[src/rtl/calc_sequencer_pkg.sv]
// Shared types and default sizing for the calculator control path.
// The state and operator encodings are visible to the datapath and the bench.
package calc_pkg;

    typedef enum logic [2:0] {
        ENTER_A  = 3'd0,
        ENTER_B  = 3'd1,
        ENTER_OP = 3'd2,
        ISSUE    = 3'd3,
        WAIT     = 3'd4,
        SHOW     = 3'd5,
        ABORT    = 3'd6
    } calc_state_t;

    typedef enum logic [1:0] {
        OP_ADD = 2'd0,
        OP_SUB = 2'd1,
        OP_MUL = 2'd2,
        OP_DIV = 2'd3
    } calc_op_t;

    localparam int CALC_WIDTH    = 8;
    localparam int CALC_TIMEOUT  = 1024;
    localparam int CALC_DEBOUNCE = 16;

endpackage

[src/rtl/calc_sequencer_if.sv]
// Start/done handshake and operand bus between the sequencer and the ALU.
// The sequencer is the master; the ALU answers with a done pulse plus result/error.
interface calc_sequencer_if #(
    parameter int WIDTH = 8
);
    logic                 alu_start;
    logic [WIDTH-1:0]     opa;
    logic [WIDTH-1:0]     opb;
    logic [1:0]           op;
    logic                 alu_done;
    logic [2*WIDTH-1:0]   alu_result;
    logic                 alu_err;

    modport master (
        output alu_start, opa, opb, op,
        input  alu_done, alu_result, alu_err
    );

    modport slave (
        input  alu_start, opa, opb, op,
        output alu_done, alu_result, alu_err
    );
endinterface

[src/rtl/button_release_detect.sv]
// Single-cycle pulse on button release; optional debounce under CALC_SEQ_DEBOUNCE_EN.
// Latency: rel is combinational off the filtered level (debounce adds DEBOUNCE_CYCLES+1).
// No backpressure: the pulse is produced once per release and is not held.
module button_release_detect #(
    parameter int DEBOUNCE_CYCLES = 16
) (
    input  logic clk,
    input  logic reset,
    input  logic btn,
    output logic rel
);

    logic level;
    logic prev_q;

`ifdef CALC_SEQ_DEBOUNCE_EN
    localparam int CW = $clog2(DEBOUNCE_CYCLES + 1);

    logic          raw_q;
    logic          level_q;
    logic [CW-1:0] cnt_q;

    // The filtered level only follows the registered input once it has
    // disagreed for a full DEBOUNCE_CYCLES run; any agreement restarts the run.
    always_ff @(posedge clk or negedge reset) begin
        if (!reset) begin
            raw_q   <= 1'b0;
            level_q <= 1'b0;
            cnt_q   <= '0;
        end else begin
            raw_q <= btn;
            if (raw_q == level_q) begin
                cnt_q <= '0;
            end else if (cnt_q == CW'(DEBOUNCE_CYCLES - 1)) begin
                level_q <= raw_q;
                cnt_q   <= '0;
            end else begin
                cnt_q <= cnt_q + 1'b1;
            end
        end
    end

    assign level = level_q;
`else
    logic [31:0] unused_debounce_cycles;
    assign unused_debounce_cycles = DEBOUNCE_CYCLES;
    assign level = btn;
`endif

    always_ff @(posedge clk or negedge reset) begin
        if (!reset) begin
            prev_q <= 1'b0;
        end else begin
            prev_q <= level;
        end
    end

    assign rel = prev_q & ~level;

endmodule

[src/rtl/calc_sequencer.sv]
// Calculator control FSM: operand/operator entry, ALU start/done handshake, result hold.
// Latency: rel in ENTER_OP -> alu_start next cycle; alu_done -> result_valid next cycle.
// Waits on alu_done up to TIMEOUT_CYCLES; clear mid-flight drains the ALU via ABORT.
module calc_sequencer
    import calc_pkg::*;
#(
    parameter int WIDTH           = CALC_WIDTH,
    parameter int TIMEOUT_CYCLES  = CALC_TIMEOUT,
    parameter int DEBOUNCE_CYCLES = CALC_DEBOUNCE
) (
    input  logic                 clk,
    input  logic                 reset,
    input  logic                 progress,
    input  logic                 clear,
    input  logic [WIDTH-1:0]     sw_data,
    input  logic [1:0]           sw_op,
    calc_sequencer_if.master     alu,
    output logic                 en_a,
    output logic                 en_b,
    output logic                 en_op,
    output logic [2*WIDTH-1:0]   result,
    output logic                 result_valid,
    output logic                 error,
    output logic                 busy
);

    localparam int CNT_W = (TIMEOUT_CYCLES > 1) ? $clog2(TIMEOUT_CYCLES) : 1;

    calc_state_t        state_q, state_d;
    logic [WIDTH-1:0]   opa_q, opb_q;
    calc_op_t           op_q;
    logic [2*WIDTH-1:0] result_q;
    logic               result_valid_q, error_q;
    logic [CNT_W-1:0]   cnt_q;

    logic rel;
    logic timeout;
    logic load_a, load_b, load_op;
    logic cnt_clr, cnt_inc;
    logic cap_done, cap_timeout, clr_status;

    button_release_detect #(
        .DEBOUNCE_CYCLES (DEBOUNCE_CYCLES)
    ) u_rel (
        .clk   (clk),
        .reset (reset),
        .btn   (progress),
        .rel   (rel)
    );

    assign timeout = (cnt_q == CNT_W'(TIMEOUT_CYCLES - 1));

    always_ff @(posedge clk or negedge reset) begin
        if (!reset) begin
            state_q <= ENTER_A;
        end else begin
            state_q <= state_d;
        end
    end

    always_comb begin
        state_d     = state_q;
        load_a      = 1'b0;
        load_b      = 1'b0;
        load_op     = 1'b0;
        cnt_clr     = 1'b0;
        cnt_inc     = 1'b0;
        cap_done    = 1'b0;
        cap_timeout = 1'b0;
        clr_status  = 1'b0;
        case (state_q)
            ENTER_A: begin
                if (clear) begin
                    state_d = ENTER_A;
                end else if (rel) begin
                    load_a     = 1'b1;
                    clr_status = 1'b1;
                    state_d    = ENTER_B;
                end
            end
            ENTER_B: begin
                if (clear) begin
                    state_d = ENTER_A;
                end else if (rel) begin
                    load_b  = 1'b1;
                    state_d = ENTER_OP;
                end
            end
            ENTER_OP: begin
                if (clear) begin
                    state_d = ENTER_A;
                end else if (rel) begin
                    load_op = 1'b1;
                    state_d = ISSUE;
                end
            end
            ISSUE: begin
                // The start pulse is already out, so a clear here must still drain.
                cnt_clr = 1'b1;
                state_d = clear ? ABORT : WAIT;
            end
            WAIT: begin
                cnt_inc = 1'b1;
                if (clear) begin
                    state_d = ABORT;
                end else if (alu.alu_done) begin
                    cap_done = 1'b1;
                    state_d  = SHOW;
                end else if (timeout) begin
                    cap_timeout = 1'b1;
                    state_d     = SHOW;
                end
            end
            SHOW: begin
                if (clear) begin
                    clr_status = 1'b1;
                    state_d    = ENTER_A;
                end else if (rel) begin
                    state_d = ENTER_A;
                end
            end
            ABORT: begin
                cnt_inc = 1'b1;
                if (alu.alu_done || timeout) begin
                    state_d = ENTER_A;
                end
            end
            default: begin
                state_d = ENTER_A;
            end
        endcase
    end

    always_ff @(posedge clk or negedge reset) begin
        if (!reset) begin
            opa_q          <= '0;
            opb_q          <= '0;
            op_q           <= OP_ADD;
            result_q       <= '0;
            result_valid_q <= 1'b0;
            error_q        <= 1'b0;
            cnt_q          <= '0;
        end else begin
            if (load_a) opa_q <= sw_data;
            if (load_b) opb_q <= sw_data;
            if (load_op) op_q <= calc_op_t'(sw_op);

            if (cnt_clr) begin
                cnt_q <= '0;
            end else if (cnt_inc) begin
                cnt_q <= cnt_q + 1'b1;
            end

            if (cap_done) begin
                result_q       <= alu.alu_result;
                error_q        <= alu.alu_err;
                result_valid_q <= ~alu.alu_err;
            end else if (cap_timeout) begin
                error_q        <= 1'b1;
                result_valid_q <= 1'b0;
            end else if (clr_status) begin
                error_q        <= 1'b0;
                result_valid_q <= 1'b0;
            end
        end
    end

    assign en_a          = (state_q == ENTER_A);
    assign en_b          = (state_q == ENTER_B);
    assign en_op         = (state_q == ENTER_OP);
    assign busy          = (state_q == ISSUE) || (state_q == WAIT) || (state_q == ABORT);
    assign alu.alu_start = (state_q == ISSUE);
    assign alu.opa       = opa_q;
    assign alu.opb       = opb_q;
    assign alu.op        = op_q;
    assign result        = result_q;
    assign result_valid  = result_valid_q;
    assign error         = error_q;

endmodule
[src/flat_wrapper.sv]
// flat-port wrapper written by rule: the top's interface ports become plain ports
module calc_sequencer_flat import calc_pkg::*;
#(
    parameter int WIDTH           = CALC_WIDTH,
    parameter int TIMEOUT_CYCLES  = CALC_TIMEOUT,
    parameter int DEBOUNCE_CYCLES = CALC_DEBOUNCE
)
  (clk, reset, progress, clear, sw_data, sw_op, en_a, en_b, en_op, result, result_valid, error, busy, alu_alu_start, alu_opa, alu_opb, alu_op, alu_alu_done, alu_alu_result, alu_alu_err);
  calc_sequencer_if #(.WIDTH(WIDTH)) alu_i ();
  input  logic clk;
  input  logic reset;
  input  logic progress;
  input  logic clear;
  input  logic [WIDTH-1:0] sw_data;
  input  logic [1:0] sw_op;
  output logic en_a;
  output logic en_b;
  output logic en_op;
  output logic [2*WIDTH-1:0] result;
  output logic result_valid;
  output logic error;
  output logic busy;
  output wire logic [$bits(alu_i.alu_start)-1:0] alu_alu_start;
  output wire logic [$bits(alu_i.opa)-1:0] alu_opa;
  output wire logic [$bits(alu_i.opb)-1:0] alu_opb;
  output wire logic [$bits(alu_i.op)-1:0] alu_op;
  input wire logic [$bits(alu_i.alu_done)-1:0] alu_alu_done;
  input wire logic [$bits(alu_i.alu_result)-1:0] alu_alu_result;
  input wire logic [$bits(alu_i.alu_err)-1:0] alu_alu_err;
  assign alu_alu_start = alu_i.alu_start;
  assign alu_opa = alu_i.opa;
  assign alu_opb = alu_i.opb;
  assign alu_op = alu_i.op;
  assign alu_i.alu_done = alu_alu_done;
  assign alu_i.alu_result = alu_alu_result;
  assign alu_i.alu_err = alu_alu_err;
  calc_sequencer #(.WIDTH(WIDTH), .TIMEOUT_CYCLES(TIMEOUT_CYCLES), .DEBOUNCE_CYCLES(DEBOUNCE_CYCLES)) u_core (.clk(clk), .reset(reset), .progress(progress), .clear(clear), .sw_data(sw_data), .sw_op(sw_op), .alu(alu_i), .en_a(en_a), .en_b(en_b), .en_op(en_op), .result(result), .result_valid(result_valid), .error(error), .busy(busy));
endmodule
[config.mk]
export PLATFORM = sky130hd
export DESIGN_NAME = calc_sequencer_flat
export DESIGN_NICKNAME = d
export VERILOG_FILES = /design/src/rtl/calc_sequencer_pkg.sv /design/src/rtl/calc_sequencer_if.sv /design/src/rtl/button_release_detect.sv /design/src/rtl/calc_sequencer.sv /design/src/flat_wrapper.sv
export SDC_FILE = /design/constraint.sdc
export NUM_CORES = 1
export LEC_CHECK = 0
export ABC_AREA = 1
export ABC_CLOCK_PERIOD_IN_PS = 1200
export BUFFER_PORTS_ARGS = -buffer_cell sky130_fd_sc_hd__buf_2
export CAP_MARGIN = 20
export CORE_MARGIN = 2
export CORE_UTILIZATION = 46
export CTS_BUF_LIST = sky130_fd_sc_hd__clkbuf_4 sky130_fd_sc_hd__clkbuf_8 sky130_fd_sc_hd__clkbuf_16
export DETAILED_ROUTE_END_ITERATION = 16
export MAX_ROUTING_LAYER = met4
export PLACE_DENSITY_LB_ADDON = 0.25
export SLEW_MARGIN = 20
export SYNTH_ARGS = -nofsm -noshare
export SYNTH_HDL_FRONTEND = slang
export SYNTH_SLANG_ARGS = --single-unit
[constraint.sdc]
create_clock -name clk -period 1.2 [get_ports clk]
set_clock_uncertainty 0.05 [all_clocks]
set_input_delay 0.24 -clock clk [delete_from_list [all_inputs] [get_ports clk]]
set_output_delay 0.24 -clock clk [all_outputs]
set_load 0.01 [all_outputs]
==> summary.txt, run 1 <==
LAYOUT
--------------------------------------------------------------------------------------------------
Share of cells above drive strength 1                                                        0.534
Non-Filler Instances                                                                           480
Antenna diodes                                                                                   0
Count of filler cells inserted in the layout                                                   366
Area Overhead vs Synth                                                                       57.9%
Sequential cell area in the final layout                                                 1250 um^2
Final #Nets                                                                                    442
Multi-input gate area                                                                    1220 um^2

CLOCK NETWORK
--------------------------------------------------------------------------------------------------
Clock insertion delay at the later pin of the skew report                                   300 ps
Cts bufs inserted                                                                                5
Count of H-tree levels built during CTS                                                          2
Maximum root-to-sink buffer count                                                                2
Number of clock sinks                                                                           50
Clock transition time at the flip-flop clock pins of the worst setup and hold paths          90 ps
Root cell of the clock tree                                                           sky130_fd_sc_hd__clkbuf_8
TritonCTS clock tree                                                                           yes

SYNTHESIS
--------------------------------------------------------------------------------------------------
Primary FF master, synth                                                              sky130_fd_sc_hd__dfrtp_1
Post-synthesis net count                                                                       316
Number of distinct library cells after synthesis                                                24
Synth top area share                                                                         0.528
Post-synth top area cell                                                              sky130_fd_sc_hd__dfrtp_1
Library cell with the highest instance count after synthesis                          sky130_fd_sc_hd__nand2_1
Ranking of synthesized cells by instance count                                        sky130_fd_sc_hd__nand2_1 (110), sky130_fd_sc_hd__dfrtp_1 (50), sky130_fd_sc_hd__inv_1 (32)
Part of the Yosys area used for sequential elements                                          0.528
Total of warnings raised by yosys                                                                0
Post-synth design cell area                                                              2370 um^2
Ys async rst share                                                                            1.00
EDFF count, synth                                                                                0
Top cells by area in the synthesized netlist                                          sky130_fd_sc_hd__dfrtp_1 (53%), sky130_fd_sc_hd__nand2_1 (17%), sky130_fd_sc_hd__inv_1 (5.1%)
FF+latch count, synth                                                                           50
Number of instances in the synthesized netlist                                                 283
Per-instance average area after synthesis                                                8.38 um^2

WORST SETUP PATH
--------------------------------------------------------------------------------------------------
Worst Setup Start Kind                                                                    register
Worst-path cell with the longest stage delay                                          sky130_fd_sc_hd__dfrtp_2
R2R cell count                                                                                   8
Register-to-register path setup slack                                                      -310 ps
Timing endpoint of the critical path                                                  alu_alu_start
Critical Path End Type                                                                primary output
Launch point of the worst path                                                        u_core.state_q[0]
Path type of the worst setup path                                                       reg -> out
Arrival time reported for the critical path endpoint                                       1270 ps
Crit path max fanout                                                                             5
Crit path required time                                                                     910 ps
CP most frequent cell                                                                 sky130_fd_sc_hd__buf_6
Critical path cell sequence                                                           nand2_2, nor2_2, buf_6, buf_6
Delay contributed by the slowest stage of the critical path                                 500 ps
Launching point of the worst reg2reg path                                             u_core.state_q[0]
Capture instance of the worst register-to-register path                               u_core.result[4]

GRT
--------------------------------------------------------------------------------------------------
Antenna violations before repair                                                                 0
Vias in the first global route                                                               2,035
Remaining global-route overflow                                                                  0
All-layer global routing usage                                                               0.214
Largest net degree at the start of global routing                                               51
Global-route wire length before repair                                                     9140 um

DIE
--------------------------------------------------------------------------------------------------
Io pins                                                                                         73
Die extent in y                                                                            75.8 um
Number of placement rows                                                                        26
Area of the core                                                                         5040 um^2
Die width                                                                                  75.8 um
Starting density of the core                                                                 0.470
Area enclosed by the die boundary                                                        5740 um^2

ROUTING
--------------------------------------------------------------------------------------------------
Count of vias placed by the detailed router                                                  2,318
Vias per cell                                                                                 4.83
Post-detailed-route DRC marker count                                                             0
Detailed Route WL                                                                          6670 um
First DRT Iteration DRCs                                                                        71
Wire length per cell after detailed routing                                                13.9 um
Antenna violation net count after detailed routing                                               0
1st-pass router iterations                                                                       4

PLACE
--------------------------------------------------------------------------------------------------
Placed Instances                                                                               445
GP Congestion                                                                                0.921
Detailed-placement wirelength estimate                                                     3800 um
Worst setup timing slack at the placement stage                                            -217 ps
Count of input and output buffers                                                               72

PWR
--------------------------------------------------------------------------------------------------
Leakage power total                                                                        2.03 nW
Power Dens Cells                                                                      2110 nW/um^2
Worst VDD drop                                                                             1.36 mV

STA
--------------------------------------------------------------------------------------------------
Maximum clock rate                                                                         641 MHz
Count of endpoints failing setup in the final report                                            54
Part of the cycle the worst path needs                                                        1.30
Worst rel slew slack                                                                         0.731
Post-layout min period                                                                     1560 ps
Total negative slack                                                                    -12,100 ps
Unrepaired setup endpoints after global routing                                                yes
Endpoints failing hold                                                                           0
Post-route worst setup slack                                                               -359 ps
Measured slew at the worst slew-check pin                                                   401 ps
Fin. max-slew vios                                                                               0

STATUS
--------------------------------------------------------------------------------------------------
Result of the run                                                                     finished, violations left
Failing checks                                                                        negative setup slack

RUN
--------------------------------------------------------------------------------------------------
Maximum capacitance violations                                                                   0

HOLD PATH
--------------------------------------------------------------------------------------------------
Hold/Removal Path Class                                                                  in -> reg

-- cell families after synthesis --
kind of cell    synth area share
compound gates            0.0834
fa+ha+maj                0.00528
flops                      0.528
buf+inv                   0.0939
simple gates               0.290
-- how the worst min path moves through the flow --
stage / startpoint / endpoint / slack [ps] / cells after the start
5_1_grt: alu_alu_result[5] / u_core.result[5] / 70 / 3
3_5_place_dp: reset / u_core.cnt_q[6] / 200 / 2
6_report: alu_alu_result[8] / u_core.result[8] / 80 / 3
3_3_place_gp: reset / u_core.cnt_q[6] / 200 / 2
2_1_floorplan: reset / u_core.alu.op[0] / -110 / 0
4_1_cts: progress / u_core.u_rel.prev_q / 4 / 1
-- through the flow --
stage	instance area [um^2]	hold slack [ps]	util	total power (W)
after CTS	3400	4.39	0.674	0.00726
after detailed placement	3010	201	0.597	0.00553
after global placement	3010	199	0.597	0.00548
final	3740	76.2	0.742	0.00791
after global routing	3740	74.5	0.742	0.00838
after floorplan	2420	-106	-	0.00435
-- metal layers --
| metal | vias to the layer above | share of wire | wire length, um | track usage |
|---|---|---|---|---|
| li1 | 1139 | - | - | - |
| met1 | 1112 | 0.43 | 2840 | 0.293 |
| met2 | 56 | 0.52 | 3500 | 0.330 |
| met3 | 11 | 0.035 | 233 | 0.0450 |
| met4 | 0 | 0.015 | 102 | 0.0507 |
| met5 | - | 0 | 0 | - |
-- critical path, delay by kind of cell (launching register included) --
family | cells | cell delay (ps)
flops | 1 | 500
buf+inv | 2 | 210
simple gates | 2 | 250
-- power by group --
| part | leakage (nW) | internal, W | total [W] | switching (W) |
|---|---|---|---|---|
| logic | 1.33 | 0.00191 | 0.00384 | 0.00193 |
| clock network | 0.0548 | 0.000645 | 0.00121 | 0.000563 |
| registers | 0.650 | 0.00231 | 0.00286 | 0.000546 |
| total | 2.03 | 0.00487 | 0.00791 | 0.00304 |
-- cell type report --
class	instances	share of cell area
multi-input combinational	192	0.325
tap	70	0.0234
clock buffer	6	0.0204
clock inverter	2	0.0100
inverter	34	0.0408
timing repair buffer	124	0.243
sequential	50	0.335
timing repair inverter	2	0.00267
-- placed cells by master, fill, tap and decap left out, drive strengths merged --
master and n:
dfrtp 50, clkinv 1, nor3 3, a21oi 4, nand3 17, inv 35
clkinvlp 1, nand4 5, bufinv 1, o21ai 28, clkbuf 7, ha 1
o211ai 1, dlygate4sd3 2, nand2 116, buf 121, or2 1, nor2 16
-- repair_timing --
item                                   CTS  global route
endpoints found under the hold margin   50             1
setup endpoints to repair               54            54
gates resized for setup                 54            61
pin swaps                               21            17
gates cloned                             4             2
hold buffers                             1             1
setup buffers                           10            13
-- flip-flops by register name (all words and copies together), names as in the netlist --
name                 cells
u_core.result_valid      1
u_core.result           16
u_core.error             1
u_core.state_q           3
u_core.cnt_q            10
u_core.alu.op            2
u_core.u_rel.prev_q      1
u_core.alu.opa           8
u_core.alu.opb           8
Note: power is estimated with default switching activity, not from simulation.
==> run 2: changes to the inputs <==
--- a/config.mk
+++ b/config.mk
@@ -6,15 +6,15 @@
 export NUM_CORES = 1
 export LEC_CHECK = 0
 export ABC_AREA = 1
-export ABC_CLOCK_PERIOD_IN_PS = 1200
 export BUFFER_PORTS_ARGS = -buffer_cell sky130_fd_sc_hd__buf_2
 export CAP_MARGIN = 20
-export CORE_MARGIN = 2
+export CORE_MARGIN = 1
 export CORE_UTILIZATION = 46
 export CTS_BUF_LIST = sky130_fd_sc_hd__clkbuf_4 sky130_fd_sc_hd__clkbuf_8 sky130_fd_sc_hd__clkbuf_16
 export DETAILED_ROUTE_END_ITERATION = 16
 export MAX_ROUTING_LAYER = met4
 export PLACE_DENSITY_LB_ADDON = 0.25
+export SETUP_SLACK_MARGIN = 0.5
 export SLEW_MARGIN = 20
 export SYNTH_ARGS = -nofsm -noshare
 export SYNTH_HDL_FRONTEND = slang
==> run 2 against run 1 <==
  * The run ends with negative hold slack, negative setup slack left
  * Via count increased by 7.6%
  * Final area up 5.3%
  * Flip-flop and latch count is the same
  * Total power is 9.0% higher
  * Critical path type unchanged
==> summary.txt, run 2 (synthesized netlist as in run 1, its figures left out) <==
ROUTING
--------------------------------------------------------------------------------------------------
Post-detailed-route DRC marker count                                                             0
Count of vias placed by the detailed router                                                  2,494
Wire length per cell after detailed routing                                                15.2 um
1st-pass router iterations                                                                       4
Detailed Route WL                                                                          7620 um
Vias per cell                                                                                 4.99
Antenna violation net count after detailed routing                                               0
First DRT Iteration DRCs                                                                       189

PWR
--------------------------------------------------------------------------------------------------
Clk pwr share                                                                                0.115
Leakage power total                                                                        2.17 nW
Power Dens Cells                                                                      2190 nW/um^2
Net switching power figure                                                               0.00336 W
Net Sw Frac                                                                                  0.390
Combinational share of power                                                                 0.560
Worst VDD drop                                                                             1.09 mV
Cell Int Power                                                                           0.00526 W
Sequential power share                                                                       0.326

WORST SETUP PATH
--------------------------------------------------------------------------------------------------
Worst Setup Start Kind                                                                    register
Arrival time reported for the critical path endpoint                                       1380 ps
Critical Path End Type                                                                primary output
Register-to-register path setup slack                                                      -360 ps
Launching point of the worst reg2reg path                                             u_core.state_q[2]
R2R cell count                                                                                  11
Crit path required time                                                                     910 ps
Capture instance of the worst register-to-register path                               u_core.state_q[1]
Path type of the worst setup path                                                       reg -> out
Crit path max fanout                                                                             4

STATUS
--------------------------------------------------------------------------------------------------
Result of the run                                                                     finished, violations left
Failing checks                                                                        negative hold slack, negative setup slack

LAYOUT
--------------------------------------------------------------------------------------------------
Final #Nets                                                                                    466
Count of filler cells inserted in the layout                                                   276
Commonest non-fill, non-tap cell in the layout                                        sky130_fd_sc_hd__nand2_1
Commonest non-fill, non-tap cells in the layout                                       sky130_fd_sc_hd__nand2_1 (69), sky130_fd_sc_hd__buf_2 (63), sky130_fd_sc_hd__buf_4 (49)
Antenna diodes                                                                                   0
Max reg flops                                                                                   16
Final core occ                                                                               0.813
Area Overhead vs Synth                                                                       66.3%
Share of cells above drive strength 1                                                        0.573
Non-Filler Instances                                                                           500

STA
--------------------------------------------------------------------------------------------------
Post-route worst setup slack                                                               -468 ps
Fin. max-slew vios                                                                               0
Post-layout min period                                                                     1670 ps
Unrepaired setup endpoints after global routing                                                yes
Total negative slack                                                                    -14,310 ps
Measured slew at the worst slew-check pin                                                   388 ps
Endpoints failing hold                                                                          50
Part of the cycle the worst path needs                                                        1.39
Count of endpoints failing setup in the final report                                            54
Maximum clock rate                                                                         600 MHz
Worst rel slew slack                                                                         0.740
Final worst hold slack                                                                     -147 ps

DIE
--------------------------------------------------------------------------------------------------
Die extent in y                                                                            73.8 um
Starting density of the core                                                                 0.489
Number of placement rows                                                                        25
Die width                                                                                  73.8 um
Io pins                                                                                         73
Area of the core                                                                         4850 um^2
Area enclosed by the die boundary                                                        5450 um^2

HOLD PATH
--------------------------------------------------------------------------------------------------
Hold/Removal Path Class                                                                in -> async

RUN
--------------------------------------------------------------------------------------------------
Maximum capacitance violations                                                                   0

CLOCK NETWORK
--------------------------------------------------------------------------------------------------
Number of clock sinks                                                                           50
Maximum root-to-sink buffer count                                                                2
Clock transition time at the flip-flop clock pins of the worst setup and hold paths          90 ps
Count of H-tree levels built during CTS                                                          2
TritonCTS clock tree                                                                           yes
Cts bufs inserted                                                                                5
Clock insertion delay at the later pin of the skew report                                   310 ps
Root cell of the clock tree                                                           sky130_fd_sc_hd__clkbuf_8

GRT
--------------------------------------------------------------------------------------------------
Remaining global-route overflow                                                                  0
All-layer global routing usage                                                               0.238
Largest net degree at the start of global routing                                               51
Vias in the first global route                                                               2,084
Global-route wire length before repair                                                     9540 um
Antenna violations before repair                                                                 0

PLACE
--------------------------------------------------------------------------------------------------
Count of input and output buffers                                                               72
Detailed-placement wirelength estimate                                                     3890 um
Placed Instances                                                                               445
GP Congestion                                                                                0.860

[run 2: cell types whose count changed in the layout (fill, tap and decap cells not counted), sizes merged]
| cell | before | now |
|---|---|---|
| inv | 35 | 37 |
| bufinv | 1 | 0 |
| clkbuf | 7 | 6 |
| dlygate4sd3 | 2 | 0 |
| buf | 121 | 147 |
| clkinvlp | 1 | 0 |
[run 2: stage by stage]
stage / cell area (um^2) / power, W / setup WS [ps]
after CTS: 3450 / 0.00731 / -419
after floorplan: 2430 / 0.00436 / -115
after detailed placement: 3060 / 0.00564 / -329
after global routing: 3940 / 0.00909 / -520
final: 3940 / 0.00862 / -468
after global placement: 3060 / 0.00556 / -268
[run 2: area by class of cell]
cell class,instances,area (um^2),area share
Timing Repair inverter,2,10.0,0.00254
Inverter,34,148,0.0374
Timing Repair Buffer,148,1140,0.288
Clock inverter,2,13.8,0.00349
Clock buffer,5,68.8,0.0174
Tap cell,67,83.8,0.0213
Sequential cell,50,1250,0.318
Multi-Input combinational cell,192,1230,0.312
[run 2: how the worst max path moves through the flow]
| stage | to | cells after the start | slack (ps) | start |
|---|---|---|---|---|
| after floorplan | u_core.alu.opa[5] | 6 | -110 | u_core.state_q[0] |
| after global placement | u_core.alu.opb[6] | 5 | -270 | u_core.state_q[0] |
| after detailed placement | u_core.alu.opb[7] | 5 | -330 | u_core.state_q[0] |
| after CTS | en_b | 4 | -420 | u_core.state_q[2] |
| after global routing | en_b | 4 | -520 | u_core.state_q[2] |
| final | en_b | 4 | -470 | u_core.state_q[2] |
[run 2: worst max-delay path, cell delays in order (launching register included)]
cell	delay [ps]
sky130_fd_sc_hd__dfrtp_2	460
sky130_fd_sc_hd__buf_6	140
sky130_fd_sc_hd__nor3_4	230
sky130_fd_sc_hd__buf_4	150
sky130_fd_sc_hd__buf_6	90
[run 2: power groups by stage]
stage	Combinational [W]	Clock [W]	Sequential, W
after global placement	0.00283	0	0.00273
after global routing	0.00516	0.00106	0.00287
final	0.00482	0.000989	0.00281
after detailed placement	0.00291	0	0.00274
after CTS	0.00363	0.000993	0.00269
after floorplan	0.00144	0	0.00292
[run 2: timing repair]
| item | in CTS | in global routing |
|---|---|---|
| pin swaps | 12 | 22 |
| setup buffers | 20 | 23 |
| setup endpoints to repair | 90 | 90 |
| cloned | 3 | 2 |
| gates resized for setup | 40 | 83 |
| endpoints found under the hold margin | 50 | 51 |
[run 2: per-layer routing]
layer | share of wire | global-route usage
met1 | 0.42 | 0.312
met2 | 0.50 | 0.370
met3 | 0.044 | 0.0521
met4 | 0.032 | 0.0705
met5 | 0 | -
==> run 3: changes to the inputs <==
--- a/config.mk
+++ b/config.mk
@@ -5,11 +5,10 @@
 export SDC_FILE = /design/constraint.sdc
 export NUM_CORES = 1
 export LEC_CHECK = 0
-export ABC_AREA = 1
 export BUFFER_PORTS_ARGS = -buffer_cell sky130_fd_sc_hd__buf_2
 export CAP_MARGIN = 20
 export CORE_MARGIN = 1
-export CORE_UTILIZATION = 46
+export CORE_UTILIZATION = 45
 export CTS_BUF_LIST = sky130_fd_sc_hd__clkbuf_4 sky130_fd_sc_hd__clkbuf_8 sky130_fd_sc_hd__clkbuf_16
 export DETAILED_ROUTE_END_ITERATION = 16
 export MAX_ROUTING_LAYER = met4
==> run 3 against run 2 <==
  * The flow still finishes with violations (negative hold slack, negative setup slack)
  * Cell count down 23%
  * Wire length decreased by 26%
  * Die area is 2.6% lower
  * Via count shrank 23%
==> summary.txt, run 3 <==
CLOCK NETWORK
-----------------------------------------------------------------------------------------------------
Clock transition time at the flip-flop clock pins of the worst setup and hold paths            100 ps
Clock insertion delay at the later pin of the skew report                                      310 ps
Cts bufs inserted                                                                                   5
TritonCTS clock tree                                                                              yes
Count of H-tree levels built during CTS                                                             2
Root cell of the clock tree                                                              sky130_fd_sc_hd__clkbuf_8
Number of clock sinks                                                                              50
Maximum root-to-sink buffer count                                                                   2

LAYOUT
-----------------------------------------------------------------------------------------------------
Antenna diodes                                                                                      0
Commonest non-fill, non-tap cell in the layout                                           sky130_fd_sc_hd__buf_2
Final #Nets                                                                                       349
Max reg flops                                                                                      16
Area Overhead vs Synth                                                                          56.0%
Commonest non-fill, non-tap cells in the layout                                          sky130_fd_sc_hd__buf_2 (65), sky130_fd_sc_hd__buf_4 (55), sky130_fd_sc_hd__dfrtp_1 (48)
Final core occ                                                                                  0.736
Share of cells above drive strength 1                                                           0.672

STA
-----------------------------------------------------------------------------------------------------
Maximum clock rate                                                                            596 MHz
Worst rel slew slack                                                                            0.742
Unrepaired setup endpoints after global routing                                                   yes
Total negative slack                                                                       -17,090 ps
Post-route worst setup slack                                                                  -477 ps
Part of the cycle the worst path needs                                                           1.40
Post-layout min period                                                                        1680 ps
Count of endpoints failing setup in the final report                                               54
Fin. max-slew vios                                                                                  0
Endpoints failing hold                                                                             50
Final worst hold slack                                                                        -154 ps
Measured slew at the worst slew-check pin                                                      384 ps

ROUTING
-----------------------------------------------------------------------------------------------------
Detailed Route WL                                                                             5630 um
Wire length per cell after detailed routing                                                   14.7 um
1st-pass router iterations                                                                          4
Post-detailed-route DRC marker count                                                                0
Antenna violation net count after detailed routing                                                  0
Count of vias placed by the detailed router                                                     1,925
First DRT Iteration DRCs                                                                           32
Vias per cell                                                                                    5.01

PLACE
-----------------------------------------------------------------------------------------------------
Worst setup timing slack at the placement stage                                               -408 ps
Detailed-placement wirelength estimate                                                        3730 um
Count of input and output buffers                                                                  72
GP Congestion                                                                                   0.824

SYNTHESIS
-----------------------------------------------------------------------------------------------------
Top cells by area in the synthesized netlist                                             sky130_fd_sc_hd__dfrtp_1 (55%), sky130_fd_sc_hd__mux2_2 (12%), sky130_fd_sc_hd__mux2_4 (6.7%)
Post-synthesis net count                                                                          208
Ranking of synthesized cells by instance count                                           sky130_fd_sc_hd__dfrtp_1 (50), sky130_fd_sc_hd__mux2_2 (24), sky130_fd_sc_hd__nand2_1 (14)
Library cell with the highest instance count after synthesis                             sky130_fd_sc_hd__dfrtp_1
Simple-gate share of the synthesized area                                                       0.120
Post-synth top area cell                                                                 sky130_fd_sc_hd__dfrtp_1
Post-synthesis share of cell area spent on full adders, half adders and majority gates        0.00554
Synth top area share                                                                            0.554
Part of the Yosys area used for sequential elements                                             0.554
Post-synth design cell area                                                                 2260 um^2
Post-synthesis mux area share                                                                   0.186
EDFF count, synth                                                                                   0
Per-instance average area after synthesis                                                   12.9 um^2
Primary FF master, synth                                                                 sky130_fd_sc_hd__dfrtp_1
FF+latch count, synth                                                                              50
Number of distinct library cells after synthesis                                                   36
Post-synthesis share of cell area spent on xor and xnor gates                                 0.00776
Number of instances in the synthesized netlist                                                    175
Complex-gate fraction of the synthesized area                                                  0.0870
Ys async rst share                                                                               1.00
Total of warnings raised by yosys                                                                   0
Main combinational cell family by area after synthesis                                   multiplexers

PWR
-----------------------------------------------------------------------------------------------------
Power Dens Cells                                                                         2300 nW/um^2
Worst VDD drop                                                                                1.50 mV
Leakage power total                                                                           1.82 nW

DIE
-----------------------------------------------------------------------------------------------------
Die width                                                                                     72.8 um
Starting density of the core                                                                    0.472
Area of the core                                                                            4790 um^2
Number of placement rows                                                                           25
Die extent in y                                                                               72.8 um
Io pins                                                                                            73
Area enclosed by the die boundary                                                           5300 um^2

GRT
-----------------------------------------------------------------------------------------------------
Global-route wire length before repair                                                        8350 um
Largest net degree at the start of global routing                                                  51
Remaining global-route overflow                                                                     0
Vias in the first global route                                                                  1,824
Antenna violations before repair                                                                    0
All-layer global routing usage                                                                  0.218

WORST SETUP PATH
-----------------------------------------------------------------------------------------------------
Critical Path End Type                                                                   primary output
Worst Setup Start Kind                                                                       register
Crit path max fanout                                                                                6
Path type of the worst setup path                                                          reg -> out
R2R cell count                                                                                      5
Arrival time reported for the critical path endpoint                                          1390 ps
Crit path required time                                                                        910 ps

HOLD PATH
-----------------------------------------------------------------------------------------------------
Hold/Removal Path Class                                                                   in -> async

STATUS
-----------------------------------------------------------------------------------------------------
Result of the run                                                                        finished, violations left
Failing checks                                                                           negative hold slack, negative setup slack

RUN
-----------------------------------------------------------------------------------------------------
Maximum capacitance violations                                                                      0

[run 3: changes by cell type after synthesis, moves of 9 or more]
cell and delta:
sky130_fd_sc_hd__o21ai_1 -9, sky130_fd_sc_hd__mux2_4 +10, sky130_fd_sc_hd__inv_1 -27, sky130_fd_sc_hd__nor2_1 -10
sky130_fd_sc_hd__nand3_1 -9, sky130_fd_sc_hd__mux2_2 +24, sky130_fd_sc_hd__nand2_1 -96
[run 3: final cells by class]
cell class / instances / area, um^2
fillers: 321 / 1260
multi-input cells: 114 / 1080
flip-flops and latches: 50 / 1250
well taps: 67 / 83.8
clock buffers: 6 / 82.6
inverters: 5 / 21.3
clock inverters: 2 / 16.3
repair buffers: 140 / 981
[run 3: metal layers]
layer / GRT usage / vias to the layer above / share of wire
li1: - / 918 / -
met1: 0.261 / 931 / 0.43
met2: 0.357 / 67 / 0.51
met3: 0.0580 / 9 / 0.048
met4: 0.0719 / 0 / 0.016
met5: - / - / 0
[run 3: worst max-delay path, cell delays in order, from the launching register on]
cell                      delay, ps
sky130_fd_sc_hd__dfrtp_2        460
sky130_fd_sc_hd__buf_6          140
sky130_fd_sc_hd__and3_1         210
sky130_fd_sc_hd__buf_4          140
sky130_fd_sc_hd__buf_2          130
[run 3: power by group]
part	switching [W]	internal [W]	total, W
combinational	0.00176	0.00256	0.00432
clock	0.000585	0.000475	0.00106
sequential	0.000392	0.00234	0.00273
[run 3: path summary, 6_finish.rpt]
kind / start / endpoint / slack (ps)
max reg2reg: u_core.state_q[0] / u_core.result[13] / -460
max: u_core.state_q[0] / en_b / -480
min: reset / u_core.alu.opa[6] / -150
min reg2reg: u_core.alu.op[1] / u_core.alu.op[1] / 460
min in group clk: progress / u_core.u_rel.prev_q / 90
max in group asynchronous: reset / u_core.state_q[0] / 1000
[run 3: kinds of logic (layout without fill, tap and decap cells)]
logic type | Yosys count | count (layout)
AND/OR/NAND/NOR | 46 | 47
multiplexers | 34 | 34
flip-flops | 50 | 50
AO/OA/AOI/OAI | 30 | 30
XOR/XNOR | 2 | 2
buffers and inverters | 12 | 153
adder cells (fa/ha/maj) | 1 | 1
[run 3: metrics by stage]
stage | std cells | power (W) | instance area [um^2] | hold WS [ps]
2_1_floorplan | 175 | 0.00454 | 2330 | -106
3_3_place_gp | 351 | 0.00596 | 3060 | 200
3_5_place_dp | 351 | 0.00608 | 3060 | 199
4_1_cts | 374 | 0.00771 | 3380 | -140
5_1_grt | 384 | 0.00861 | 3520 | -132
6_report | 384 | 0.00811 | 3520 | -154
[run 3: what timing repair did]
| action | CTS | global route |
|---|---|---|
| cloned | 1 | 0 |
| endpoints found under the setup margin | 90 | 90 |
| pin swaps | 13 | 7 |
| hold endpoints to repair | 50 | 50 |
| resized for setup | 30 | 13 |
| setup buffers | 14 | 10 |
